File: config.mk
export PLATFORM = sky130hd
export DESIGN_NAME = sfp_port_supervisor_flat
export DESIGN_NICKNAME = d
export VERILOG_FILES = /design/src/rtl/sfp_port_supervisor_if.sv /design/src/rtl/sfp_port_supervisor.sv /design/src/flat_wrapper.sv
export SDC_FILE = /design/constraint.sdc
export NUM_CORES = 1
export LEC_CHECK = 0
export ABC_AREA = 1
export CAP_MARGIN = 20
export CORE_UTILIZATION = 54
export DETAILED_ROUTE_END_ITERATION = 6
export PLACE_DENSITY = 0.72
export SLEW_MARGIN = 10
export SYNTH_ARGS = -nofsm -noshare
export SYNTH_HDL_FRONTEND = slang
export SYNTH_SLANG_ARGS = --single-unit
File: constraint.sdc
create_clock -name i_clock -period 4.67 [get_ports i_clock]
set_input_delay 0.934 -clock i_clock [delete_from_list [all_inputs] [get_ports i_clock]]
set_output_delay 0.934 -clock i_clock [all_outputs]
set_load 0.01 [all_outputs]
File: src/rtl/sfp_port_supervisor_if.sv
// rtl/sfp_port_supervisor_if.sv - cage pin, software control and status bundle for the SFP+ port supervisor
interface sfp_port_supervisor_if #(
  parameter int P_PORTS = 1
);
  logic [P_PORTS-1:0]   i_port_enable;
  logic [P_PORTS-1:0]   i_fault_clear;
  logic [P_PORTS-1:0]   i_sfp_los;
  logic [P_PORTS-1:0]   i_sfp_tx_fault;
  logic [P_PORTS-1:0]   i_sfp_mod0_prsnt_n;
  logic [P_PORTS-1:0]   i_xcvr_ready;
  logic [P_PORTS-1:0]   o_sfp_tx_disable;
  logic [P_PORTS-1:0]   o_phy_reset;
  logic [P_PORTS-1:0]   o_link_up;
  logic [P_PORTS-1:0]   o_fault;
  logic [4*P_PORTS-1:0] o_retry_count;

  // master: cage pins and software; slave: the supervisor
  modport master (
    output i_port_enable, i_fault_clear, i_sfp_los, i_sfp_tx_fault,
           i_sfp_mod0_prsnt_n, i_xcvr_ready,
    input  o_sfp_tx_disable, o_phy_reset, o_link_up, o_fault, o_retry_count
  );

  modport slave (
    input  i_port_enable, i_fault_clear, i_sfp_los, i_sfp_tx_fault,
           i_sfp_mod0_prsnt_n, i_xcvr_ready,
    output o_sfp_tx_disable, o_phy_reset, o_link_up, o_fault, o_retry_count
  );
endinterface

File: src/rtl/sfp_port_supervisor.sv
// rtl/sfp_port_supervisor.sv - per-cage sequenced SFP+ bring-up with debounce, timed resets, retries and latched fault
module sfp_port_supervisor #(
  parameter int P_PORTS               = 1,
  parameter int P_DEBOUNCE_CYCLES     = 1024,
  parameter int P_TX_DISABLE_CYCLES   = 4096,
  parameter int P_RESET_CYCLES        = 256,
  parameter int P_LOCK_TIMEOUT_CYCLES = 1000000,
  parameter int P_MAX_RETRIES         = 3
) (
  input  logic                  i_clock,
  input  logic                  i_reset_n,
  sfp_port_supervisor_if.slave  bus
);

  localparam int P_MAX_A = (P_TX_DISABLE_CYCLES > P_RESET_CYCLES) ? P_TX_DISABLE_CYCLES : P_RESET_CYCLES;
  localparam int P_MAX_PHASE = (P_MAX_A > P_LOCK_TIMEOUT_CYCLES) ? P_MAX_A : P_LOCK_TIMEOUT_CYCLES;
  localparam int CW = ($clog2(P_MAX_PHASE + 1) > 20) ? $clog2(P_MAX_PHASE + 1) : 20;
  localparam int W_DB = $clog2(P_DEBOUNCE_CYCLES + 1);

  localparam logic [W_DB-1:0] DB_LAST   = W_DB'(P_DEBOUNCE_CYCLES - 1);
  localparam logic [CW-1:0]   TXD_LAST  = CW'(P_TX_DISABLE_CYCLES - 1);
  localparam logic [CW-1:0]   RST_LAST  = CW'(P_RESET_CYCLES - 1);
  localparam logic [CW-1:0]   LOCK_LAST = CW'(P_LOCK_TIMEOUT_CYCLES - 1);
  localparam logic [3:0]      RETRY_MAX = 4'(P_MAX_RETRIES);

  typedef enum logic [2:0] {
    ST_ABSENT, ST_TX_OFF, ST_PHY_RST, ST_WAIT_READY, ST_LINK_UP, ST_FAULT
  } state_e;

  for (genvar p = 0; p < P_PORTS; p++) begin : g_port
    // bit order {ready, prsnt_n, tx_fault, los}; safe values until the pins prove otherwise
    logic [3:0]      meta_q, sync_q;
    logic [2:0]      filt_q;
    logic [W_DB-1:0] db_cnt_q [3];

    state_e          state_q, state_d;
    logic [CW-1:0]   cnt_q, cnt_d;
    logic [3:0]      retry_q, retry_d;
    logic            fail;
    logic            txd_q, phy_q, link_q, fault_q;

    logic los_f, txf_f, absent_f, ready_s;
    assign los_f    = filt_q[0];
    assign txf_f    = filt_q[1];
    assign absent_f = filt_q[2];
    assign ready_s  = sync_q[3];

    always_ff @(posedge i_clock or negedge i_reset_n) begin
      if (!i_reset_n) begin
        meta_q <= 4'b0111;
        sync_q <= 4'b0111;
        filt_q <= 3'b111;
        for (int b = 0; b < 3; b++) db_cnt_q[b] <= '0;
      end else begin
        meta_q <= {bus.i_xcvr_ready[p], bus.i_sfp_mod0_prsnt_n[p],
                   bus.i_sfp_tx_fault[p], bus.i_sfp_los[p]};
        sync_q <= meta_q;
        for (int b = 0; b < 3; b++) begin
          if (sync_q[b] == filt_q[b]) begin
            db_cnt_q[b] <= '0;
          end else if (db_cnt_q[b] == DB_LAST) begin
            filt_q[b]   <= sync_q[b];
            db_cnt_q[b] <= '0;
          end else begin
            db_cnt_q[b] <= db_cnt_q[b] + 1'b1;
          end
        end
      end
    end

    always_comb begin
      state_d = state_q;
      cnt_d   = cnt_q;
      retry_d = retry_q;
      fail    = 1'b0;
      if (!bus.i_port_enable[p] || absent_f) begin
        state_d = ST_ABSENT;
        retry_d = '0;
      end else begin
        case (state_q)
          ST_ABSENT: state_d = ST_TX_OFF;
          ST_TX_OFF: begin
            cnt_d = cnt_q + 1'b1;
            if (cnt_q == TXD_LAST) state_d = ST_PHY_RST;
          end
          ST_PHY_RST: begin
            cnt_d = cnt_q + 1'b1;
            if (cnt_q == RST_LAST) state_d = ST_WAIT_READY;
          end
          ST_WAIT_READY: begin
            cnt_d = cnt_q + 1'b1;
            // ready in the timeout cycle still wins
            if (ready_s && !los_f && !txf_f) state_d = ST_LINK_UP;
            else if (txf_f || cnt_q == LOCK_LAST) fail = 1'b1;
          end
          ST_LINK_UP: begin
            if (cnt_q != LOCK_LAST) cnt_d = cnt_q + 1'b1;
            if (txf_f) fail = 1'b1;
            else if (los_f || !ready_s) state_d = ST_PHY_RST;
            else if (cnt_q == LOCK_LAST) retry_d = '0;
          end
          ST_FAULT: begin
            if (bus.i_fault_clear[p]) begin
              state_d = ST_TX_OFF;
              retry_d = '0;
            end
          end
          default: state_d = ST_ABSENT;
        endcase
      end
      // re-entering TX_OFF toggles TX_DISABLE, which is the module's TX_FAULT recovery
      if (fail) begin
        retry_d = retry_q + 1'b1;
        state_d = (retry_d == RETRY_MAX) ? ST_FAULT : ST_TX_OFF;
      end
      if (state_d != state_q) cnt_d = '0;
    end

    always_ff @(posedge i_clock or negedge i_reset_n) begin
      if (!i_reset_n) begin
        state_q <= ST_ABSENT;
        cnt_q   <= '0;
        retry_q <= '0;
        txd_q   <= 1'b1;
        phy_q   <= 1'b1;
        link_q  <= 1'b0;
        fault_q <= 1'b0;
      end else begin
        state_q <= state_d;
        cnt_q   <= cnt_d;
        retry_q <= retry_d;
        txd_q   <= (state_d == ST_ABSENT) || (state_d == ST_TX_OFF) || (state_d == ST_FAULT);
        phy_q   <= (state_d == ST_ABSENT) || (state_d == ST_TX_OFF) ||
                   (state_d == ST_PHY_RST) || (state_d == ST_FAULT);
        link_q  <= (state_d == ST_LINK_UP);
        fault_q <= (state_d == ST_FAULT);
      end
    end

    assign bus.o_sfp_tx_disable[p]   = txd_q;
    assign bus.o_phy_reset[p]        = phy_q;
    assign bus.o_link_up[p]          = link_q;
    assign bus.o_fault[p]            = fault_q;
    assign bus.o_retry_count[4*p +: 4] = retry_q;
  end

endmodule

File: src/flat_wrapper.sv
// flat-port wrapper written by rule: the top's interface ports become plain ports
module sfp_port_supervisor_flat 
#(
  parameter int P_PORTS               = 1,
  parameter int P_DEBOUNCE_CYCLES     = 1024,
  parameter int P_TX_DISABLE_CYCLES   = 4096,
  parameter int P_RESET_CYCLES        = 256,
  parameter int P_LOCK_TIMEOUT_CYCLES = 1000000,
  parameter int P_MAX_RETRIES         = 3
)
  (i_clock, i_reset_n, bus_i_port_enable, bus_i_fault_clear, bus_i_sfp_los, bus_i_sfp_tx_fault, bus_i_sfp_mod0_prsnt_n, bus_i_xcvr_ready, bus_o_sfp_tx_disable, bus_o_phy_reset, bus_o_link_up, bus_o_fault, bus_o_retry_count);
  sfp_port_supervisor_if #(.P_PORTS(P_PORTS)) bus_i ();
  input  logic i_clock;
  input  logic i_reset_n;
  input wire logic [$bits(bus_i.i_port_enable)-1:0] bus_i_port_enable;
  input wire logic [$bits(bus_i.i_fault_clear)-1:0] bus_i_fault_clear;
  input wire logic [$bits(bus_i.i_sfp_los)-1:0] bus_i_sfp_los;
  input wire logic [$bits(bus_i.i_sfp_tx_fault)-1:0] bus_i_sfp_tx_fault;
  input wire logic [$bits(bus_i.i_sfp_mod0_prsnt_n)-1:0] bus_i_sfp_mod0_prsnt_n;
  input wire logic [$bits(bus_i.i_xcvr_ready)-1:0] bus_i_xcvr_ready;
  output wire logic [$bits(bus_i.o_sfp_tx_disable)-1:0] bus_o_sfp_tx_disable;
  output wire logic [$bits(bus_i.o_phy_reset)-1:0] bus_o_phy_reset;
  output wire logic [$bits(bus_i.o_link_up)-1:0] bus_o_link_up;
  output wire logic [$bits(bus_i.o_fault)-1:0] bus_o_fault;
  output wire logic [$bits(bus_i.o_retry_count)-1:0] bus_o_retry_count;
  assign bus_i.i_port_enable = bus_i_port_enable;
  assign bus_i.i_fault_clear = bus_i_fault_clear;
  assign bus_i.i_sfp_los = bus_i_sfp_los;
  assign bus_i.i_sfp_tx_fault = bus_i_sfp_tx_fault;
  assign bus_i.i_sfp_mod0_prsnt_n = bus_i_sfp_mod0_prsnt_n;
  assign bus_i.i_xcvr_ready = bus_i_xcvr_ready;
  assign bus_o_sfp_tx_disable = bus_i.o_sfp_tx_disable;
  assign bus_o_phy_reset = bus_i.o_phy_reset;
  assign bus_o_link_up = bus_i.o_link_up;
  assign bus_o_fault = bus_i.o_fault;
  assign bus_o_retry_count = bus_i.o_retry_count;
  sfp_port_supervisor #(.P_PORTS(P_PORTS), .P_DEBOUNCE_CYCLES(P_DEBOUNCE_CYCLES), .P_TX_DISABLE_CYCLES(P_TX_DISABLE_CYCLES), .P_RESET_CYCLES(P_RESET_CYCLES), .P_LOCK_TIMEOUT_CYCLES(P_LOCK_TIMEOUT_CYCLES), .P_MAX_RETRIES(P_MAX_RETRIES)) u_core (.i_clock(i_clock), .i_reset_n(i_reset_n), .bus(bus_i));
endmodule
# Yosys cells after proc, flatten, opt, wreduce, memory -nomap -nowiden
# Index checks and enable logic that the tools add are counted.
# word_totals
reg_bits,75
inputBits,8
out_inout_bits,8
word_cells,105
# classes
add_sub_neg,5
eq_ne,27
muxes,32
bitwise_logic,3
n_reduce_logical,23
# ops
op,count
11-bit two-way mux,6
20-bit two-way mux,3
20-bit one-hot mux with 2 select lines,1
11-bit by 1-bit adder with 11-bit output (second input constant),3
11-bit by 10-bit equality test with 1-bit output (second input constant),3
3-bit two-way mux,9
4-bit two-way mux,6
20-bit by 1-bit adder with 20-bit output (second input constant),1
20-bit by 12-bit equality test with 1-bit output (second input constant),1
20-bit equality test (second input constant),1
20-bit by 8-bit equality test with 1-bit output (second input constant),1
20-bit != test (second input constant),1
3-bit one-hot mux with 6 select lines,1
3-bit equality test (second input constant),4
3-bit by 2-bit equality test with 1-bit output (second input constant),3
4-bit by 2-bit != test with 1-bit output (second input constant),2
4-bit one-hot mux with 2 select lines,1
1-bit logical OR,7
3-bit by 1-bit equality test with 1-bit output (second input constant),2
3-bit logical NOT,2
2-bit AND reduction,3
5-bit AND reduction,1
4-bit by 1-bit adder with 4-bit output (second input constant),1
4-bit by 2-bit equality test with 1-bit output (second input constant),1
other kinds (15),26

# Logic depth before layout (Yosys ltp)
# depth
ltp_word,11
mapped_depth,15
depth_no_buf,14

# Worst setup path after synthesis
# No wires, ideal clock.
# synth_timing
path_type,input to register
startpoint,in bus_i_port_enable
endpoint,reg u_core.g_port[0].cnt_q[5]
setup_time_ns,0.069
arrival_ns,2.019
required_ns,4.601
path_slack_ns,2.582
stages,10
path_buffers,1
path_cell_list,nand2_1 > clkinv_1 > nand3_4 > nand2_1 > nand3_1 > nand2_1 > nor2_4 > nand2_2 > buf_6 > nor2_2
# synth_via
elab_chain_cells,7
elab_cells_between_ends,11
classes_between,3 x eq/ne; 4 x mux; 4 x reduce/logical
# synth_lines
item,line_no,text
"start, declared",flat_wrapper.sv:15,input wire logic [$bits(bus_i.i_port_enable)-1:0] bus_i_port_enable;
1-bit logical NOT *,sfp_port_supervisor.sv:76,if (!bus.i_port_enable[p] || absent_f) begin
1-bit logical OR *,sfp_port_supervisor.sv:76,
3-bit two-way mux / 1-bit two-way mux (equally long branches),sfp_port_supervisor.sv:76,
3-bit two-way mux,sfp_port_supervisor.sv:112,if (fail) begin
3-bit != test,sfp_port_supervisor.sv:116,if (state_d != state_q) cnt_d = '0;
3-bit by 1-bit != test with 1-bit output (no source line) (tied with other cells),n/a,
3-bit AND reduction (no source line),n/a,
"end signal, assigned",sfp_port_supervisor.sv:130,cnt_q <= cnt_d;
"end, declared",sfp_port_supervisor.sv:37,"logic [CW-1:0] cnt_q, cnt_d;"
# Every way passes the cells marked *; elsewhere a longest branch is shown, timed or not.
# A chain may end at the register's enable or synchronous reset.

# Worst setup path in the final report
# Ends and elaborated chain as after synthesis.

==> metrics.md <==
| Metric | Value |
|---|---|
| Status | `finished, final reports clean` |
| Postcts setup bufs | `0` |
| Crit path DAT | `3.09 ns` |
| Mapped Nets | `478` |
| Syn Area/Cell | `8.40 um2` |
| Crit path time final | `2.86 ns` |
| CP Max Fanout | `20` |
| Sw power | `298 uW` |
| DP Wirelength | `5.31 mm` |
| Netlist cell types | `37` |
| Max Clock Skew | `0.00878 ns` |
| Comb power frac | `0.056` |
| Critical path class | `input pin to flip-flop` |
| WHS | `0.357 ns` |
| Fmax | `0.349 GHz` |
| Commonest non-fill, non-tap cell in the layout | `nand2_1` |
| Iter 0 DRT Violations | `151` |
| Sequential Power Share | `0.558` |
| Crit Reg-Reg Endpoint | `u_core.g_port[0].cnt_q[5]$_DFFE_PN0P_` |
| First drt pass iteration count | `4` |
| TritonCTS clock tree | `done` |
| Vias in the first global route | `3033` |
| # DRC | `0` |
| Antenna violations before repair | `0` |
| Sequential area share after synthesis | `0.485` |
| Max-slew violations | `0` |
| Period utilisation layout | `0.613` |
| CP Data Required Time | `4.90 ns` |
| Share of layout cells above drive strength 1 | `0.121` |
| Port Buffers | `15` |
| Sw Share | `0.247` |
| Max Cap Viol | `0` |
| Worst-path clk slew | `0.07 ns` |
| Leakage | `0.00194 uW` |
| Setup_tns | `0 ns` |
| Post-route ant nets | `0` |
| Num CTS Buffers | `9` |
| Gates resized, CTS repair | `0` |
| # H-tree levels | `3` |
| I/O pins | `16` |
| Crit path largest cell delay | `0.59 ns` |
| Fill cells | `618` |
| Clock Power Share | `0.386` |
| Pin count of the biggest net entering global routing | `76` |
| Final WL | `7.34 mm` |
| Core footprint | `6870 um2` |
| Clock root buffer | `clkbuf_8` |
| # diodes | `0` |
| Mean routed wirelength per cell | `12.5 um` |
| Synth Instances | `464` |
| Initial Util | `0.567` |
| Layout Nets | `498` |
| CP endpoint | `u_core.g_port[0].cnt_q[5]$_DFFE_PN0P_` |
| Hold_buf cts | `0` |
| Worst reg2reg path startpoint | `u_core.g_port[0].cnt_q[0]$_DFFE_PN0P_` |
| Post-synth EDFFs | `0` |
| Sink Count | `75` |
| Most frequent cells in the layout | `nand2_1 (83), nor2_1 (68), dfrtp_1 (64)` |
| Yosys warning count | `0` |
| Grt ovf | `0` |
| Row count | `30` |
| Final GP Congestion | `0.923` |
| First-pass GRT wire length | `12.9 mm` |
| CTS max path bufs | `2` |
| Via/cell ratio | `5.30` |
| Dominant synthesized flop cell | `dfrtp_1` |
| Die height | `87.0 um` |
| Max transition margin | `0.403` |
| P&R area growth vs syn | `10.5%` |
| Gr usage total | `0.221` |
| Ys async rst share | `1.00` |
| Endpoints failing setup | `0` |
| Worst Min Path Start | `u_core.g_port[0].meta_q[3]$_DFF_PN0_` |
| P per Cell Area | `280 nW/um2` |
| Cell Chain, Critical Path | `clkdlybuf4s50_1 -> nand2_1 -> clkinv_1 -> nand2_1 -> inv_1 -> nand3_1 -> nor2_1 -> o21ai_0 -> nor2_2` |
| Mapped Area | `3900 um2` |
| Die W | `87.0 um` |
| Int Pwr | `907 uW` |
| Synthesized flop and latch total | `75` |
| CP endpoint kind | `flip-flop` |
| Hold Path Class | `flip-flop to flip-flop` |
| Worst Max-Slew Pin Slew | `0.895 ns` |
| Cell count of the worst reg-to-reg path | `14` |
| RSZ-0062 raised after global routing | `false` |
| Peak VDD IR | `0.000186 V` |
| Via Count | `3098` |
| CP max stage cell | `nand2_1` |
| Die ar. | `7560 um2` |
| Clock Latency Late Sink | `0.35 ns` |
| Final Hold Fails | `0` |
| Crit path launch | `bus_i_port_enable` |
| CP most frequent cell | `nand2_1` |
| Internal reg-to-reg setup slack | `1.88 ns` |
| CP startpoint kind | `input pin` |
## how the worst min path moves through the flow
stage                     slack [ns]  cells past startpoint                                    to
after global placement          0.35                      0  u_core.g_port[0].sync_q[2]$_DFF_PN1_
after CTS                       0.36                      0  u_core.g_port[0].sync_q[2]$_DFF_PN1_
final                           0.36                      0  u_core.g_port[0].sync_q[3]$_DFF_PN0_
after floorplan                 0.33                      0  u_core.g_port[0].sync_q[3]$_DFF_PN0_
after detailed placement        0.35                      0  u_core.g_port[0].sync_q[3]$_DFF_PN0_
after global routing            0.35                      0  u_core.g_port[0].sync_q[2]$_DFF_PN1_
## through the flow
step | util | total power, uW | setup WS, ns | cells | area, um2
global route | 0.627 | 1260 | 1.59 | 585 | 4310
detailed placement | 0.600 | 754 | 1.48 | 569 | 4120
floorplan | - | 726 | 2.58 | 464 | 3900
global placement | 0.600 | 750 | 1.53 | 569 | 4120
CTS | 0.627 | 1220 | 1.85 | 585 | 4310
finish | 0.627 | 1210 | 1.81 | 585 | 4310
## kinds of logic after synthesis
group,after synthesis,share of synthesized area
compound gates,25,0.0363
xor+xnor,22,0.0494
fa+ha+maj,6,0.0193
buf+inv,66,0.0697
flops,75,0.485
mux,4,0.0112
simple gates,266,0.329
## layout make-up
class / count / area, um2 / area share
tap: 96 / 120 / 0.0279
sequential: 75 / 1890 / 0.439
clock buffer: 11 / 151 / 0.0352
inverter: 60 / 225 / 0.0523
multi-input combinational: 323 / 1740 / 0.403
clock inverter: 5 / 36.3 / 0.00843
timing repair buffer: 15 / 148 / 0.0343
## synth_stat cells, types with 2 or more instances
master | instances | area share
nor3_1 | 14 | 0.018
nor2_1 | 68 | 0.065
nand2_1 | 83 | 0.080
nor2_2 | 12 | 0.019
nor2_4 | 3 | 0.0087
dfrtp_1 | 64 | 0.41
o21ai_0 | 11 | 0.014
nand3_1 | 33 | 0.042
nor3b_1 | 9 | 0.017
nand2_2 | 6 | 0.0096
ha_1 | 6 | 0.019
nand4_1 | 24 | 0.039
o22ai_1 | 3 | 0.0048
nor4_1 | 5 | 0.0080
inv_1 | 59 | 0.057
xor2_1 | 13 | 0.029
nor3_2 | 2 | 0.0051
a21oi_1 | 7 | 0.0090
dfstp_2 | 11 | 0.074
mux2_2 | 3 | 0.0087
buf_4 | 4 | 0.0077
xnor2_1 | 9 | 0.020
## power by group through the flow
stage | combinational (uW) | clock [uW] | sequential [uW]
2_1_floorplan | 43.6 | 0 | 683
3_3_place_gp | 66.8 | 0 | 684
3_5_place_dp | 69.1 | 0 | 685
4_1_cts | 69.7 | 477 | 672
5_1_grt | 77.8 | 511 | 674
6_report | 67.9 | 465 | 672
## registers in the layout (all words and copies together), names as in the netlist
signal and cells:
u_core.g_port.cnt_q 20, u_core.g_port.meta_q 4, u_core.g_port.sync_q 4, u_core.g_port.filt_q 3, u_core.bus.o_fault 1, u_core.bus.o_sfp_tx_disable 1, u_core.bus.o_retry_count 4, u_core.g_port.state_q 3
u_core.bus.o_link_up 1, u_core.bus.o_phy_reset 1, u_core.g_port.db_cnt_q 33
## worst max-delay path: cells and delay by family
family	cells	cell delay (ns)
buffers and inverters	3	1.00
and+or+nand+nor	5	0.95
AOI/OAI and AO/OA	1	0.19
## per-layer routing
layer / global-route usage / share of wire / up-vias
met1: 0.272 / 0.46 / 1467
met5: 0 / 0 / -
met3: 0.0626 / 0.050 / 20
met4: 0.0788 / 0.024 / 0
li1: - / - / 1548
met2: 0.372 / 0.47 / 63
No activity file was read; power rests on OpenSTA's default activity.
